`src/rtl/frame_writer.sv`:
```
// Producer side of the ping-pong block framebuffer: turns a pixel stream
// into row-major back-buffer writes and paces frames to the display swap.
module frame_writer #(
  parameter int PIXEL_COUNT = 768,
  parameter int ADDR_WIDTH  = 20,
  parameter int FCNT_WIDTH  = 8
) (
  input  logic                  clk,
  input  logic                  rst_n,
  input  logic [9:0]            vga_hc,
  input  logic [9:0]            vga_vc,
  input  logic                  pix_valid,
  output logic                  pix_ready,
  input  logic                  pix_sof,
  input  logic [7:0]            pix_data,
  output logic                  write_en,
  output logic [ADDR_WIDTH-1:0] write_addr,
  output logic [7:0]            write_data,
  output logic                  frame_done,
  output logic [FCNT_WIDTH-1:0] frame_count,
  output logic                  overrun,
  output logic                  resync
);

  typedef enum logic [1:0] {
    S_IDLE,
    S_FILL,
    S_HOLD
  } state_t;

  localparam logic [ADDR_WIDTH-1:0] LAST =
    ADDR_WIDTH'(PIXEL_COUNT - 1);
  localparam logic [ADDR_WIDTH-1:0] ONE =
    ADDR_WIDTH'(1);
  localparam logic [FCNT_WIDTH-1:0] FONE =
    FCNT_WIDTH'(1);

  state_t                  state_q, state_d;
  logic [ADDR_WIDTH-1:0]   cnt_q, cnt_d;
  logic                    we_q, we_d;
  logic [ADDR_WIDTH-1:0]   addr_q, addr_d;
  logic [7:0]              data_q, data_d;
  logic                    done_q, done_d;
  logic [FCNT_WIDTH-1:0]   fcnt_q, fcnt_d;
  logic                    ovr_q, ovr_d;
  logic                    rsy_q, rsy_d;
  logic                    swap_cond_q;

  logic swap_cond;
  logic swap;
  logic accept;
  logic is_last;

  assign swap_cond = (vga_hc == 10'd0) && (vga_vc == 10'd0);
  // Only the first cycle of the origin counts, so a held
  // condition cannot release two frames.
  assign swap      = swap_cond & ~swap_cond_q;
  assign pix_ready = (state_q != S_HOLD);
  assign accept    = pix_valid & pix_ready;
  assign is_last   = (cnt_q == LAST);

  assign write_en    = we_q;
  assign write_addr  = addr_q;
  assign write_data  = data_q;
  assign frame_done  = done_q;
  assign frame_count = fcnt_q;
  assign overrun     = ovr_q;
  assign resync      = rsy_q;

  // Swap edge detector history; starts high so reset at the
  // origin does not fake a swap.
  always_ff @(posedge clk or negedge rst_n) begin
    if (!rst_n) begin
      swap_cond_q <= 1'b1;
    end else begin
      swap_cond_q <= swap_cond;
    end
  end

  // Next-state, write generation and status flag updates.
  always_comb begin
    state_d = state_q;
    cnt_d   = cnt_q;
    we_d    = 1'b0;
    addr_d  = addr_q;
    data_d  = data_q;
    done_d  = 1'b0;
    fcnt_d  = fcnt_q;
    ovr_d   = ovr_q;
    rsy_d   = rsy_q;
    unique case (state_q)
      S_IDLE: begin
        if (accept && pix_sof) begin
          we_d    = 1'b1;
          addr_d  = '0;
          data_d  = pix_data;
          cnt_d   = ONE;
          state_d = S_FILL;
        end
      end
      S_FILL: begin
        if (accept && pix_sof) begin
          we_d   = 1'b1;
          addr_d = '0;
          data_d = pix_data;
          cnt_d  = ONE;
          rsy_d  = 1'b1;
          if (swap) begin
            ovr_d = 1'b1;
          end
        end else if (accept && is_last) begin
          // Completing frame wins over a coincident swap:
          // it waits for the next swap to be shown.
          we_d    = 1'b1;
          addr_d  = cnt_q;
          data_d  = pix_data;
          cnt_d   = '0;
          done_d  = 1'b1;
          fcnt_d  = fcnt_q + FONE;
          state_d = S_HOLD;
        end else begin
          if (accept) begin
            we_d   = 1'b1;
            addr_d = cnt_q;
            data_d = pix_data;
            cnt_d  = cnt_q + ONE;
          end
          if (swap) begin
            ovr_d = 1'b1;
          end
        end
      end
      S_HOLD: begin
        if (swap) begin
          state_d = S_IDLE;
        end
      end
      default: begin
        state_d = S_IDLE;
        cnt_d   = '0;
      end
    endcase
  end

  // State, counter and registered write port.
  always_ff @(posedge clk or negedge rst_n) begin
    if (!rst_n) begin
      state_q <= S_IDLE;
      cnt_q   <= '0;
      we_q    <= 1'b0;
      addr_q  <= '0;
      data_q  <= '0;
      done_q  <= 1'b0;
      fcnt_q  <= '0;
      ovr_q   <= 1'b0;
      rsy_q   <= 1'b0;
    end else begin
      state_q <= state_d;
      cnt_q   <= cnt_d;
      we_q    <= we_d;
      addr_q  <= addr_d;
      data_q  <= data_d;
      done_q  <= done_d;
      fcnt_q  <= fcnt_d;
      ovr_q   <= ovr_d;
      rsy_q   <= rsy_d;
    end
  end

endmodule

```
`config.mk`:
```
export PLATFORM = sky130hd
export DESIGN_NAME = frame_writer
export DESIGN_NICKNAME = d
export VERILOG_FILES = /design/src/rtl/frame_writer.sv
export SDC_FILE = /design/constraint.sdc
export NUM_CORES = 1
export LEC_CHECK = 0
export ABC_AREA = 1
export CORE_UTILIZATION = 50
export CTS_BUF_LIST = sky130_fd_sc_hd__clkbuf_16
export CTS_CLUSTER_DIAMETER = 30
export DETAILED_ROUTE_END_ITERATION = 10
export MAX_ROUTING_LAYER = met4
export PLACE_DENSITY = 0.79
export SLEW_MARGIN = 10
export SYNTH_ARGS = -nofsm -noshare
export SYNTH_HDL_FRONTEND = slang
export SYNTH_SLANG_ARGS = --single-unit
```
`constraint.sdc`:
```
create_clock -name clk -period 2.4 [get_ports clk]
set_clock_uncertainty 0.1 [all_clocks]
set_input_delay 0.36 -clock clk [delete_from_list [all_inputs] [get_ports clk]]
set_output_delay 0.36 -clock clk [all_outputs]
set_load 0.05 [all_outputs]
```
Yosys cells after proc, flatten, opt, wreduce, memory -nomap -nowiden
Index checks and enable logic that the tools add are counted.
{ "op_classes": {"add_sub_neg": 2, "eq_ne": 10, "mux": 31, "n_bitwise": 5, "n_reduce_logical": 13} }
{ "op_table": {"columns": ["operator", "n"], "rows": [
  ["20-bit two-way mux", 8],
  ["20-bit one-hot mux with 3 select lines", 1],
  ["20-bit one-hot mux with 2 select lines", 1],
  ["8-bit two-way mux", 4],
  ["20-bit by 1-bit adder with 20-bit output (second input constant)", 1],
  ["20-bit by 10-bit == test with 1-bit output (second input constant)", 1],
  ["10-bit logical NOT", 2],
  ["8-bit one-hot mux with 2 select lines", 1],
  ["2-bit inequality test (second input constant)", 6],
  ["1-bit two-way mux", 10],
  ["3-bit AND reduction", 3],
  ["8-bit by 1-bit adder with 8-bit output (second input constant)", 1],
  ["2-bit two-way mux", 4],
  ["2-bit one-hot mux with 3 select lines", 1],
  ["4-bit inequality test (second input constant)", 1],
  ["2-bit AND reduction", 2],
  ["4-bit AND reduction", 1],
  ["1-bit logical AND", 3],
  ["1-bit NOT", 3],
  ["1-bit AND", 2],
  ["2-bit by 1-bit == test with 1-bit output (second input constant)", 1],
  ["2-bit == test (second input constant)", 1],
  ["2-bit logical NOT", 1],
  ["1-bit one-hot mux with 2 select lines", 1],
  ["2-bit nonzero test", 1]
]} }
{ "totals": {"regBits": 63, "input_bits": 32} }

Depth between registers and ports, before layout
{ "depth": {"depth_word": 6, "ltp_mapped": 11} }

Least setup slack after synthesis
OpenSTA, ideal clock, no wires.
{ "synth_path": {"path_type": "register to register", "start": "register state_q[0]", "end": "register fcnt_q[4], in the netlist frame_count[4]", "setup_ns": 0.123, "arrival_time_ns": 1.461, "path_slack_ns": 0.716, "stages_incl_launch_ff": 11, "path_buffers": 1, "period_less_slack_ns": 1.684, "cell_sequence": "dfrtp_1 > inv_2 > nand2_4 > nand2_4 > nor2_8 > buf_6 > inv_4 > nand2_4 > nor2_8 > nand3_1 > xor2_1"} }
{ "synth_via": {"elab_chain_len": 5, "elab_cells_between_ends": 7} }
{ "synth_lines": {"columns": ["item", "line_no", "rtl"], "rows": [
  ["start, declared", "38", "state_t state_q, state_d;"],
  ["start signal, assigned", "158", "state_q <= state_d;"],
  ["2-bit inequality test (*)", "58", "assign pix_ready = (state_q != S_HOLD);"],
  ["net pix_ready", "13", "output logic pix_ready,"],
  ["1-bit AND (*)", "59", "assign accept = pix_valid & pix_ready;"],
  ["1-bit logical AND", "102", "if (accept && pix_sof) begin"],
  ["1-bit NOT (no line)", null, null],
  ["3-bit AND reduction (no line) (*)", null, null],
  ["end signal, assigned", "164", "fcnt_q <= fcnt_d;"],
  ["end, declared", "44", "logic [FCNT_WIDTH-1:0] fcnt_q, fcnt_d;"]
]} }
Mark *: on every way through the listed nets, which the timed path passes. The rest lies on a longest branch.
A chain may end at the register's enable or synchronous reset.

Worst setup path in the final report
{ "layout_path": {"start": "register state_q[0]", "end": "output pix_ready"} }
{ "layout_via": {"elab_chain_len": 1} }
{ "layout_lines": {"columns": ["item", "line_no"], "rows": [
  ["2-bit inequality test", "58"],
  ["end, declared", "13"]
]} }
No other way between the ends.

==> impl_metrics.json <==
{
  "peakVddDrop_mv": 0.821,
  "fp.dieH_um": 82.6,
  "clockRootBuffer": "clkbuf_16",
  "avgSynthCellArea_um2": 8.55,
  "synthesis.nets": 414,
  "multi_input_area_mm2": 0.00145,
  "drt-pass1-iter-count": 4,
  "drive_gt1_share_pct": 11.1,
  "vias": 2747,
  "hold_start": "write_data[1]$_DFFE_PN0P_",
  "finish.net_count": 489,
  "final_common_cell": "nand2_1",
  "overflow": 0,
  "crit_arrival_ps": 1730,
  "syn_area_mm2": 0.00325,
  "die_width_um": 82.6,
  "hold_viol_final": 0,
  "setup_viol": 0,
  "fin_tns_setup_ps": 0,
  "htree_levels": 3,
  "cts_hold_buffers": 1,
  "antenna_found_initial": 0,
  "cts.clk_slew.worst_paths_ps": 50,
  "crit_type": "reg -> out",
  "synth_cell_types": 33,
  "powerDensity_mw_per_mm2": 878,
  "grt_pass1_vias": 2603,
  "cp.required_ps": 1940,
  "cts_tree": "built",
  "min_period_over_period_pct": 91.4,
  "rsz0062_at_grt": "no",
  "row_count": 29,
  "synth_top_area_share_pct": 47.7,
  "cts_resized": 0,
  "routed_via_density": 5.12,
  "synthTopCellsByArea": "dfrtp_1 (48%), nand2_1 (14%), nand3_1 (3.9%)",
  "drv_slew": 0,
  "endpoint_kind": "output port",
  "portBuffers": 72,
  "clock-sinks": 63,
  "r2r_cells": 8,
  "critPathLaunchType": "flip-flop",
  "hold-path-endpoint": "write_data[1]$_DFFE_PN0P_",
  "cp_max_fo": 4,
  "cp_cell_sequence": "inv_2 > nand2_4 > clkdlybuf4s50_1",
  "drt_wl_total_mm": 7.39,
  "run_status": "finished, final reports clean",
  "insertedDiodeCount": 0,
  "pin_count": 73,
  "slowest_delay_ps": 800,
  "tightest_slew_ps": 683,
  "wl_per_cell_um": 13.8,
  "clock_latency_ps": 330,
  "r2r-end": "cnt_q[8]$_DFFE_PN0P_",
  "whs_path_depth": 2,
  "hold_ws_ps": 364,
  "grtUsageTotal_pct": 24.0,
  "rrSetupSlack_ps": 490,
  "cap_viol_max_count": 0,
  "coreArea_mm2": 0.00631,
  "cts.path.max_buffers": 2,
  "grt_max_degree": 40,
  "yosysTopAreaCell": "dfrtp_1",
  "synth_cells": 380,
  "yosysWarnings": 0,
  "dp_hpwl_mm": 5.26,
  "ant_nets": 0,
  "fillerInstances": 496,
  "ys_ff_latch": 63,
  "r2r-start": "cnt_q[0]$_DFFE_PN0P_",
  "p_leak_uw": 0.00192,
  "fmax_mhz": 456,
  "regArea_mm2": 0.00158,
  "initial_core_util_pct": 51.5,
  "drc_errors": 0,
  "numCtsBuffers": 9,
  "min_path_type": "reg -> reg",
  "critical-path-slowest-cell": "clkdlybuf4s50_1",
  "yosysSeqAreaShare_pct": 48.6,
  "drtIter0Drc": 167,
  "final_cell_mix": "nand2_1 (118), clkdlybuf4s50_1 (71), dfrtp_1 (62)",
  "post-cts-setup-buffer-count": 0,
  "grt_pass1_wl_mm": 11.8,
  "min_period_ps": 2190,
  "area_delta_synth_final_pct": 32.6,
  "globalplace.congestion": 0.857,
  "slew_headroom_pct": 54.5,
  "die_area_mm2": 0.00683
}
==> cells in the mapped netlist, drive strengths merged <==
cell	number
nand2	123
dfrtp	62
nor2	40
inv	31
o21ai	28
nand3	27
buf	14
xor2	13
o31ai	9
xnor2	7
a21oi	6
nand4	6
nor3	5
ha	2
a31oi	1
and3	1
clkbuf	1
dfstp	1
nor4	1
o21bai	1
or2	1
==> how the worst max path moves through the flow <==
stage	startpoint	end	cells past startpoint
after floorplan	state_q[0]$_DFFE_PN0P_	frame_count[4]$_DFFE_PN0P_	10
after global placement	pix_valid	write_addr[19]$_DFFE_PN0P_	8
after detailed placement	pix_valid	write_addr[12]$_DFFE_PN0P_	8
after CTS	state_q[0]$_DFFE_PN0P_	pix_ready	3
after global routing	state_q[0]$_DFFE_PN0P_	pix_ready	3
final	state_q[0]$_DFFE_PN0P_	pix_ready	3
==> registers in the layout, indices dropped and copies added, names as in the netlist <==
signal / count
write_addr: 20
frame_done: 1
state_q: 2
write_en: 1
write_data: 8
cnt_q: 20
frame_count: 8
resync: 1
overrun: 1
swap_cond_q: 1
==> worst max-delay path, delay by kind of cell, from the launching register on <==
kind                   cells  cell delay (ps)
DFF                        1              420
buffers and inverters      2              900
and+or+nand+nor            1               90
==> cell families (layout without fill, tap and decap cells) <==
kind of cell    Yosys count  count (layout)  share of synthesized area [%]
compound gates           45              45                           9.05
xor+xnor                 20              20                           5.39
fa+ha+maj                 2               2                          0.770
buf+inv                  46             126                           6.85
flops                    63              63                           48.6
simple gates            204             204                           29.4
==> per-layer routing <==
| layer | up-vias | global-route usage, % | wire length, um |
|---|---|---|---|
| met5 | - | - | 0 |
| met4 | 0 | 11.7 | 172 |
| met3 | 15 | 6.70 | 459 |
| met2 | 88 | 37.6 | 3570 |
| met1 | 1282 | 28.6 | 3190 |
| li1 | 1362 | - | - |
==> per-stage QoR <==
step | area, um2 | power, uW | util (%) | setup WS [ps] | instances
floorplan | 3250 | 2200 | - | 716 | 380
global placement | 4020 | 2540 | 63.6 | 376 | 520
detailed placement | 4020 | 2560 | 63.6 | 316 | 520
CTS | 4310 | 3800 | 68.2 | 199 | 537
global route | 4310 | 3980 | 68.2 | 142 | 537
finish | 4310 | 3780 | 68.2 | 206 | 537
==> layout make-up <==
class / count / area share (%)
Clock buffer: 9 / 5.23
Clock inverter: 7 / 1.34
Inverter: 31 / 2.76
Multi-Input combinational cell: 271 / 33.6
Sequential cell: 63 / 36.6
Tap cell: 77 / 2.24
Timing Repair Buffer: 79 / 18.2
==> power breakdown <==
group          internal, uW  switching [uW]  total [uW]
Clock                   786             451        1240
Sequential             1180            83.6        1270
Combinational           392             885        1280
Note: power is estimated with default switching activity, not from simulation.
